$ cat config.mk
export PLATFORM = sky130hd
export DESIGN_NAME = mmio_peripheral_block_flat
export DESIGN_NICKNAME = d
export VERILOG_FILES = /design/src/rtl/mmio_peripheral_block_if.sv /design/src/rtl/mmio_peripheral_block.sv /design/src/flat_wrapper.sv
export SDC_FILE = /design/constraint.sdc
export NUM_CORES = 1
export LEC_CHECK = 0
export CAP_MARGIN = 15
export CORE_ASPECT_RATIO = 1.1
export CORE_MARGIN = 1.5
export CORE_UTILIZATION = 25
export CTS_CLUSTER_DIAMETER = 30
export CTS_CLUSTER_SIZE = 20
export DETAILED_ROUTE_END_ITERATION = 16
export GPL_ROUTABILITY_DRIVEN = 0
export GPL_TIMING_DRIVEN = 0
export HOLD_SLACK_MARGIN = 0.06
export MAX_ROUTING_LAYER = met4
export SYNTH_ARGS = -nofsm -noshare
export SYNTH_HDL_FRONTEND = slang
export SYNTH_SLANG_ARGS = --single-unit
$ cat constraint.sdc
create_clock -name clock -period 2.5 [get_ports clock]
set_input_delay 0.25 -clock clock [delete_from_list [all_inputs] [get_ports clock]]
set_output_delay 0.25 -clock clock [all_outputs]
set_load 0.1 [all_outputs]
$ cat src/rtl/mmio_peripheral_block_if.sv
// Core write-path types plus the MMIO bus between hart and peripheral: request in,
// same-cycle completion and combinational status word back.
package mmio_pkg;
   localparam int XLEN = 32;

   typedef enum logic [1:0] {
      write_byte = 2'd0,
      write_half = 2'd1,
      write_word = 2'd2
   } write_width_t;

   typedef struct packed {
      logic             enable;
      logic [XLEN-1:0]  addr;
      write_width_t     width;
      logic [XLEN-1:0]  value;
   } mem_write_control_t;
endpackage

interface mmio_peripheral_block_if;
   import mmio_pkg::*;

   mem_write_control_t memory_mapped_io_control;
   logic               memory_mapped_io_write_complete;
   logic [XLEN-1:0]    memory_mapped_io_r_data;

   modport master (
      output memory_mapped_io_control,
      input  memory_mapped_io_write_complete,
      input  memory_mapped_io_r_data
   );

   modport slave (
      input  memory_mapped_io_control,
      output memory_mapped_io_write_complete,
      output memory_mapped_io_r_data
   );
endinterface

$ cat src/rtl/mmio_peripheral_block.sv
// MMIO peripheral: TX byte FIFO, LED registers, sticky-flag STATUS. Writes complete the
// same cycle; a full FIFO stalls TXDATA byte writes (blocking) or drops them (overflow).
module mmio_peripheral_block
   import mmio_pkg::*;
#(
   parameter logic [31:0] BASE_ADDR   = 32'h0003_0000,
   parameter int          NUM_LEDS    = 2,
   parameter int          TX_DEPTH    = 8,
   parameter bit          TX_BLOCKING = 1'b1
) (
   input  logic                    clock,
   input  logic                    reset,
   mmio_peripheral_block_if.slave  mmio,
   output logic [7:0]              tx_data,
   output logic                    tx_valid,
   input  logic                    tx_ready,
   output logic [NUM_LEDS-1:0]     led_control
);
   localparam int PTR_W = $clog2(TX_DEPTH);
   localparam int LVL_W = PTR_W + 1;

   mem_write_control_t ctl;
   logic [7:0]         fifo_mem [TX_DEPTH];
   logic [PTR_W-1:0]   rd_ptr;
   logic [PTR_W-1:0]   wr_ptr;
   logic [LVL_W-1:0]   level;
   logic               overflow;
   logic               width_err;

   logic               in_window;
   logic               hit;
   logic [7:0]         offset;
   logic               tx_sel;
   logic               status_sel;
   logic               byte_write;
   logic               fifo_full;
   logic               fifo_empty;
   logic               stall;
   logic               push;
   logic               pop;
   logic [XLEN-1:0]    status_word;

   assign ctl        = mmio.memory_mapped_io_control;
   assign in_window  = ctl.addr[31:8] == BASE_ADDR[31:8];
   assign hit        = ctl.enable && in_window;
   assign offset     = ctl.addr[7:0];
   assign tx_sel     = hit && (offset == 8'h00);
   assign status_sel = hit && (offset == 8'h40);
   assign byte_write = tx_sel && (ctl.width == write_byte);

   // Full comes from the registered level only, so a pop never frees a slot same-cycle.
   assign fifo_full  = level == LVL_W'(TX_DEPTH);
   assign fifo_empty = level == '0;
   assign stall      = byte_write && fifo_full && TX_BLOCKING;
   assign push       = byte_write && !fifo_full;
   assign pop        = tx_valid && tx_ready;

   assign mmio.memory_mapped_io_write_complete = hit && !stall;

   assign status_word = {15'd0, 9'(level), 4'd0, width_err, overflow, fifo_full, fifo_empty};
   assign mmio.memory_mapped_io_r_data = (in_window && offset == 8'h40) ? status_word : '0;

   assign tx_valid = !fifo_empty;
   assign tx_data  = fifo_empty ? 8'h00 : fifo_mem[rd_ptr];

   always_ff @(posedge clock or negedge reset) begin
      if (!reset) begin
         rd_ptr <= '0;
         wr_ptr <= '0;
         level  <= '0;
      end else begin
         if (push) wr_ptr <= wr_ptr + 1'b1;
         if (pop)  rd_ptr <= rd_ptr + 1'b1;
         if (push && !pop)      level <= level + 1'b1;
         else if (pop && !push) level <= level - 1'b1;
      end
   end

   always_ff @(posedge clock) begin
      if (push) fifo_mem[wr_ptr] <= ctl.value[7:0];
   end

   // Sticky flags: a set wins over a clear arriving in the same cycle.
   always_ff @(posedge clock or negedge reset) begin
      if (!reset) begin
         overflow    <= 1'b0;
         width_err   <= 1'b0;
         led_control <= '0;
      end else begin
         if (byte_write && fifo_full && !TX_BLOCKING) overflow <= 1'b1;
         else if (status_sel && ctl.value[2])         overflow <= 1'b0;

         if (tx_sel && ctl.width != write_byte)  width_err <= 1'b1;
         else if (status_sel && ctl.value[3])    width_err <= 1'b0;

         for (int i = 0; i < NUM_LEDS; i++) begin
            if (hit && offset == 8'(4 + 4 * i)) led_control[i] <= (ctl.value != '0);
         end
      end
   end
endmodule
$ cat src/flat_wrapper.sv
// flat-port wrapper written by rule: the top's interface ports become plain ports
module mmio_peripheral_block_flat import mmio_pkg::*;
#(
   parameter logic [31:0] BASE_ADDR   = 32'h0003_0000,
   parameter int          NUM_LEDS    = 2,
   parameter int          TX_DEPTH    = 8,
   parameter bit          TX_BLOCKING = 1'b1
)
  (clock, reset, tx_data, tx_valid, tx_ready, led_control, mmio_memory_mapped_io_control, mmio_memory_mapped_io_write_complete, mmio_memory_mapped_io_r_data);
  mmio_peripheral_block_if mmio_i ();
  input  logic clock;
  input  logic reset;
  output logic [7:0] tx_data;
  output logic tx_valid;
  input  logic tx_ready;
  output logic [NUM_LEDS-1:0] led_control;
  input wire logic [$bits(mmio_i.memory_mapped_io_control)-1:0] mmio_memory_mapped_io_control;
  output wire logic [$bits(mmio_i.memory_mapped_io_write_complete)-1:0] mmio_memory_mapped_io_write_complete;
  output wire logic [$bits(mmio_i.memory_mapped_io_r_data)-1:0] mmio_memory_mapped_io_r_data;
  assign mmio_i.memory_mapped_io_control = mmio_memory_mapped_io_control;
  assign mmio_memory_mapped_io_write_complete = mmio_i.memory_mapped_io_write_complete;
  assign mmio_memory_mapped_io_r_data = mmio_i.memory_mapped_io_r_data;
  mmio_peripheral_block #(.BASE_ADDR(BASE_ADDR), .NUM_LEDS(NUM_LEDS), .TX_DEPTH(TX_DEPTH), .TX_BLOCKING(TX_BLOCKING)) u_core (.clock(clock), .reset(reset), .mmio(mmio_i), .tx_data(tx_data), .tx_valid(tx_valid), .tx_ready(tx_ready), .led_control(led_control));
endmodule
==> impl_metrics.py, run 1 <==
metrics = {
    "timing": {
        "worstMarginPinSlew_ps": 997,
        "hold_violations": 0,
        "hold_slack_ps": 312,
        "maxSlewHeadroom_pct": 33.3,
        "period_share_pct": 96.5,
        "final.setup_skew_ps": 3.76,
        "fmax_mhz": 415,
        "setup_violations": 0,
        "rsz0062_at_grt": "true",
        "drv_slew": 0,
        "fin_crit_ps": 2410,
    },
    "floorplanning": {
        "num_rows": 46,
        "num_io_pins": 114,
        "die_area_sq_um": 15900,
        "die_w_um": 120,
        "coreArea_sq_um": 14600,
        "start_util_pct": 25.8,
        "die_h_um": 132,
    },
    "flow_run": {
        "cap_viol_max_count": 0,
    },
    "setup_path": {
        "rrSetupSlack_ps": 100,
        "path_cells": "buf_4 > nor4_4 > bufinv_8 > buf_4 > dlygate4sd2_1",
        "cpMaxStageDelayCell": "dlygate4sd2_1",
        "crit_path_frequent_cell": "buf_4",
        "cp_data_required_time_ps": 2250,
        "cp_num_buf_inv": 4,
        "worstPathMaxFanout": 3,
        "end_kind": "primary output",
        "critPathTopFamily": "buffers and inverters",
        "path_class": "flop to primary output",
        "max_stage_delay_ps": 590,
        "start_kind": "flop",
        "cp.arrival_ps": 2160,
    },
    "drt": {
        "final_antenna_net_count": 0,
        "via_per_inst": 4.35,
        "wirelength_um": 8890,
        "vias": 2486,
        "drt_iter0_markers": 150,
        "firstDrtPassIters": 4,
        "routedWlPerCell_um": 15.5,
        "drcViolationCount": 0,
    },
    "run_status": {
        "outcome": "complete, no violations",
    },
    "grt": {
        "grt_antenna_before_repair": 0,
        "grt_pass1_wl_um": 14100,
        "grt_pass1_vias": 2710,
        "track_usage_pct": 12.1,
        "overflow": 0,
        "grt_max_degree": 15,
    },
    "yosys": {
        "netlist_instances": 232,
        "async_flop_share_pct": 16.9,
        "syn_avg_cell_area_sq_um": 16.3,
        "yosysWarningCount": 0,
        "yosysSeqAreaShare_pct": 59.5,
        "ys.flop_type": "edfxtp_1",
        "synth-edff-count": 64,
        "ys_ff_latch": 77,
        "synth.distinct_cells": 44,
        "synth_area_sq_um": 3780,
    },
    "placed_design": {
        "dp_hpwl_um": 6270,
        "placed_cells": 536,
        "io_buffers": 88,
    },
    "clock_network": {
        "cts_num_sinks": 77,
        "path_clk_slew_ps": 60,
        "clk_latency_ps": 330,
        "cts_max_path_buffers": 2,
        "cts_max_level": 3,
        "cts_buffers": 9,
        "cts_hold_buffers": 0,
        "cts_tree": "done",
        "clock-root-buffer": "clkbuf_16",
    },
    "finish": {
        "instances_no_fill": 572,
        "multi_input_area_sq_um": 1500,
        "layout_commonest_cell": "edfxtp_1",
        "mostFrequentLayoutCells": "64 x edfxtp_1, 55 x buf_4, 54 x clkdlybuf4s50_1",
        "antennaDiodeCount": 0,
        "fillers": 1409,
        "syn2layout_area_growth_pct": 46.7,
        "fin_nets": 451,
        "drive_above_1_share_pct": 35.8,
        "register_area_sq_um": 2250,
    },
    "pwr": {
        "p_leak_nw": 2.13,
        "p_per_area_nw_per_um2": 549,
        "irDropWorstVdd_uv": 347,
    },
    "min_path": {
        "hold_class": "primary input to async pin",
    },
}
[per-stage QoR]
stage / worst slack, ps / instance area (sq um) / utilization (%) / setup TNS, ps / power, W
final: 88.0 / 5540 / 37.9 / 0 / 0.00304
after global routing: -8.91 / 5540 / 37.9 / -8.91 / 0.00312
after CTS: 1.81 / 5470 / 37.4 / 0 / 0.00306
after detailed placement: -927 / 5070 / 34.7 / -25590 / 0.00177
after global placement: -913 / 5070 / 34.7 / -22520 / 0.00177
after floorplan: -164 / 3950 / - / -270 / 0.00163
[worst paths after layout]
| check | from | to | cells past startpoint |
|---|---|---|---|
| min | reset | u_core.level[2] | 1 |
| max | u_core.level[1] | tx_valid | 5 |
| min in group clock | mmio_memory_mapped_io_control[36] | u_core.led_control[0] | 3 |
| max in group asynchronous | reset | u_core.level[1] | 1 |
| max reg2reg | u_core.level[1] | u_core.level[3] | 10 |
| min reg2reg | u_core.width_err | u_core.width_err | 2 |
[where the power goes]
| part | leakage (nW) | total (W) | switching (W) | internal [W] |
|---|---|---|---|---|
| sequential | 0.750 | 0.00139 | 0.00000000000100 | 0.00139 |
| clock | 0.136 | 0.00130 | 0.000522 | 0.000776 |
| combinational | 1.24 | 0.000352 | 0.000227 | 0.000125 |
| total | 2.13 | 0.00304 | 0.000749 | 0.00229 |
[synthesized netlist by cell type, types with 2 or more instances]
cell	count	share of area [%]
and2_1	6	0.99
and4b_1	3	0.79
buf_1	2	0.20
buf_4	26	5.2
dfrtp_1	13	8.6
edfxtp_1	64	51
ha_1	5	1.7
inv_1	3	0.30
mux2_1	2	0.60
mux2i_1	9	2.4
mux4_2	16	9.5
nand2_1	3	0.30
nand3_1	5	0.66
nand4_1	2	0.33
nand4_4	2	1.1
nor2_1	14	1.4
nor3_1	4	0.53
nor4_1	11	1.8
nor4_4	8	4.5
o31ai_1	5	0.99
xnor2_1	5	1.2
xor2_1	2	0.46
[cell type report]
type | instances | share of cell area (%)
plain buffers | 30 | 4.09
multi-input cells | 144 | 27.1
clock inverters | 7 | 1.33
flip-flops and latches | 77 | 40.6
well taps | 192 | 4.34
repair buffers | 109 | 17.9
clock buffers | 9 | 4.06
inverters | 4 | 0.564
[logic make-up (layout without fill, tap and decap cells)]
kind of cell,Yosys count,after routing,synth area share [%]
fa+ha+maj,6,6,2.19
mux,28,28,12.8
compound gates,10,10,1.85
simple gates,68,68,15.6
buf+inv,35,159,6.32
flops,77,77,59.5
other cells,1,25,0.0992
xor+xnor,7,7,1.62
[layer usage]
layer	share of wire, %	vias up	routed length [um]	global-route usage (%)
met2	48	107	4280	19.6
li1	-	1163	-	-
met4	1.4	0	123	4.12
met5	0	-	0	-
met1	44	1205	3920	15.0
met3	6.4	11	569	2.77
[what timing repair did]
action	in CTS	in global routing
endpoints found under the setup margin	20	24
resized for setup	106	17
buffers inserted	18	3
pin swaps	17	12
[sequential cells by signal, summed over array words and instances, names as in the netlist]
| register | cells |
|---|---|
| u_core.fifo_mem | 64 |
| u_core.level | 4 |
| u_core.rd_ptr | 3 |
| u_core.wr_ptr | 3 |
| u_core.led_control | 2 |
| u_core.width_err | 1 |
(Power assumes the default switching activity.)
==> run 2, diff against run 1 <==
--- a/config.mk
+++ b/config.mk
@@ -5,10 +5,11 @@
 export SDC_FILE = /design/constraint.sdc
 export NUM_CORES = 1
 export LEC_CHECK = 0
+export ABC_CLOCK_PERIOD_IN_PS = 2500
 export CAP_MARGIN = 15
 export CORE_ASPECT_RATIO = 1.1
 export CORE_MARGIN = 1.5
-export CORE_UTILIZATION = 25
+export CORE_UTILIZATION = 43
 export CTS_CLUSTER_DIAMETER = 30
 export CTS_CLUSTER_SIZE = 20
 export DETAILED_ROUTE_END_ITERATION = 16
@@ -16,6 +17,7 @@
 export GPL_TIMING_DRIVEN = 0
 export HOLD_SLACK_MARGIN = 0.06
 export MAX_ROUTING_LAYER = met4
+export PLACE_DENSITY = 0.77
 export SYNTH_ARGS = -nofsm -noshare
 export SYNTH_HDL_FRONTEND = slang
 export SYNTH_SLANG_ARGS = --single-unit
==> run 2 against run 1 <==
  * Setup slack got worse by 1.8 ps
  * Largest power group unchanged
  * Critical path type is now primary input to primary output
  * Power decreased by 16%
  * Routed wire length decreased by 12%
  * Critical endpoint is now mmio_memory_mapped_io_write_complete
  * Non-clock buffer count decreased by 7
==> impl_metrics.py, run 2 (synthesis results as in run 1) <==
metrics = {
    "timing": {
        "worstMarginPinSlew_ps": 1010,
        "drv_slew": 0,
        "fin_crit_ps": 2410,
        "setup_violations": 0,
        "hold_slack_ps": 302,
        "period_share_pct": 96.6,
        "rsz0062_at_grt": "true",
        "fmax_mhz": 414,
        "hold_violations": 0,
        "maxSlewHeadroom_pct": 32.7,
        "final.setup_skew_ps": 7.94,
    },
    "drt": {
        "drt_iter0_markers": 82,
        "wirelength_um": 7850,
        "drcViolationCount": 0,
        "final_antenna_net_count": 0,
        "routedWlPerCell_um": 16.2,
        "vias": 2397,
        "via_per_inst": 4.95,
        "firstDrtPassIters": 5,
    },
    "placed_design": {
        "io_buffers": 88,
        "dp_hpwl_um": 5530,
    },
    "setup_path": {
        "cp_data_required_time_ps": 2250,
        "start_kind": "primary input",
        "worstPathMaxFanout": 4,
        "rr_worst_depth": 10,
        "path_class": "primary input to primary output",
        "timing.rr.start": "u_core.level[1]",
        "rrSetupSlack_ps": 120,
        "end_kind": "primary output",
        "cp.arrival_ps": 2160,
        "timing.rr.end": "u_core.level[3]",
    },
    "floorplanning": {
        "die_w_um": 92.4,
        "num_rows": 35,
        "num_io_pins": 114,
        "coreArea_sq_um": 8450,
        "start_util_pct": 44.7,
        "die_area_sq_um": 9360,
        "die_h_um": 101,
    },
    "finish": {
        "largest_register_ffs": 64,
        "antennaDiodeCount": 0,
        "syn2layout_area_growth_pct": 38.6,
        "top_regs": "u_core.fifo_mem (64), u_core.level (4)",
        "fin_nets": 444,
        "layout_commonest_cell": "clkdlybuf4s50_1",
        "mostFrequentLayoutCells": "69 x clkdlybuf4s50_1, 64 x edfxtp_1, 51 x buf_4",
        "drive_above_1_share_pct": 33.8,
        "fillers": 654,
        "top_register": "u_core.fifo_mem",
    },
    "grt": {
        "overflow": 0,
        "grt_pass1_vias": 2441,
        "grt_pass1_wl_um": 12200,
        "grt_max_degree": 14,
        "grt_antenna_before_repair": 0,
        "track_usage_pct": 18.3,
    },
    "pwr": {
        "p_int_w": 0.00187,
        "irDropWorstVdd_uv": 246,
        "seqPwrFrac_pct": 54.6,
        "p_clk_share_pct": 31.3,
        "p_comb_share_pct": 14.1,
        "p_per_area_nw_per_um2": 486,
        "p_leak_nw": 1.98,
        "power.total_w": 0.00254,
        "switching_power_w": 0.000671,
        "p_sw_share_pct": 26.4,
    },
    "clock_network": {
        "cts_max_level": 3,
        "clock-root-buffer": "clkbuf_8",
        "cts_hold_buffers": 0,
        "cts_buffers": 9,
        "path_clk_slew_ps": 80,
        "clk_latency_ps": 340,
        "cts_num_sinks": 77,
        "cts_tree": "done",
        "cts_max_path_buffers": 2,
    },
    "min_path": {
        "hold_class": "primary input to async pin",
    },
    "run_status": {
        "outcome": "complete, no violations",
    },
    "flow_run": {
        "cap_viol_max_count": 0,
    },
}
==> run 2: final cells by class <==
class	instances	area [sq um]	area share (%)
Sequential cell	77	2250	43.0
Inverter	4	28.8	0.550
Tap cell	111	139	2.65
Multi-Input combinational cell	144	1480	28.3
Buffer	30	224	4.28
Clock buffer	9	124	2.37
Timing Repair Buffer	102	945	18.0
Clock inverter	7	42.5	0.812
==> run 2: timing repair <==
action / in CTS / in global routing
buffers inserted: 14 / 0
endpoints found under the hold margin: 0 / 0
gates cloned: 0 / 0
setup endpoints to repair: 20 / 24
gates resized for setup: 96 / 15
pin swaps: 11 / 2
==> run 2: critical path, stage by stage <==
cell	delay [ps]
clkdlybuf4s50_1	450
nor4_4	370
nand4_4	160
buf_4	180
or2_1	250
a31oi_2	160
clkbuf_4	350
==> run 2: routing by layer <==
metal | track usage (%) | wire length (um)
met1 | 20.9 | 3100
met2 | 32.5 | 4170
met3 | 3.98 | 511
met4 | 5.33 | 64
met5 | - | 0
==> run 2: through the flow <==
step | instance area, sq um | setup TNS (ps) | setup WS (ps) | utilization (%) | std cells
global route | 5240 | -58.4 | -40.3 | 62.0 | 484
detailed placement | 4970 | -23320 | -1010 | 58.8 | 455
finish | 5240 | 0 | 86.2 | 62.0 | 484
global placement | 4970 | -19390 | -971 | 58.8 | 455
floorplan | 3950 | -270 | -164 | - | 256
CTS | 5200 | 0 | 0.736 | 61.6 | 484
==> run 2: worst max path at each step <==
stage                                 startpoint                                    to  slack [ps]
2_1_floorplan                    u_core.level[2]                       u_core.level[3]        -160
3_3_place_gp   mmio_memory_mapped_io_control[35]       mmio_memory_mapped_io_r_data[9]        -970
3_5_place_dp   mmio_memory_mapped_io_control[35]       mmio_memory_mapped_io_r_data[8]       -1010
4_1_cts        mmio_memory_mapped_io_control[55]  mmio_memory_mapped_io_write_complete         0.7
5_1_grt        mmio_memory_mapped_io_control[34]                       u_core.level[3]         -40
6_report       mmio_memory_mapped_io_control[55]  mmio_memory_mapped_io_write_complete          90
==> run 2: power groups by stage <==
| stage | combinational [W] | sequential (W) | clock (W) |
|---|---|---|---|
| 6_report | 0.000359 | 0.00139 | 0.000796 |
| 5_1_grt | 0.000373 | 0.00139 | 0.000861 |
| 4_1_cts | 0.000359 | 0.00139 | 0.000808 |
| 3_5_place_dp | 0.000356 | 0.00142 | 0 |
| 3_3_place_gp | 0.000352 | 0.00142 | 0 |
| 2_1_floorplan | 0.000208 | 0.00142 | 0 |
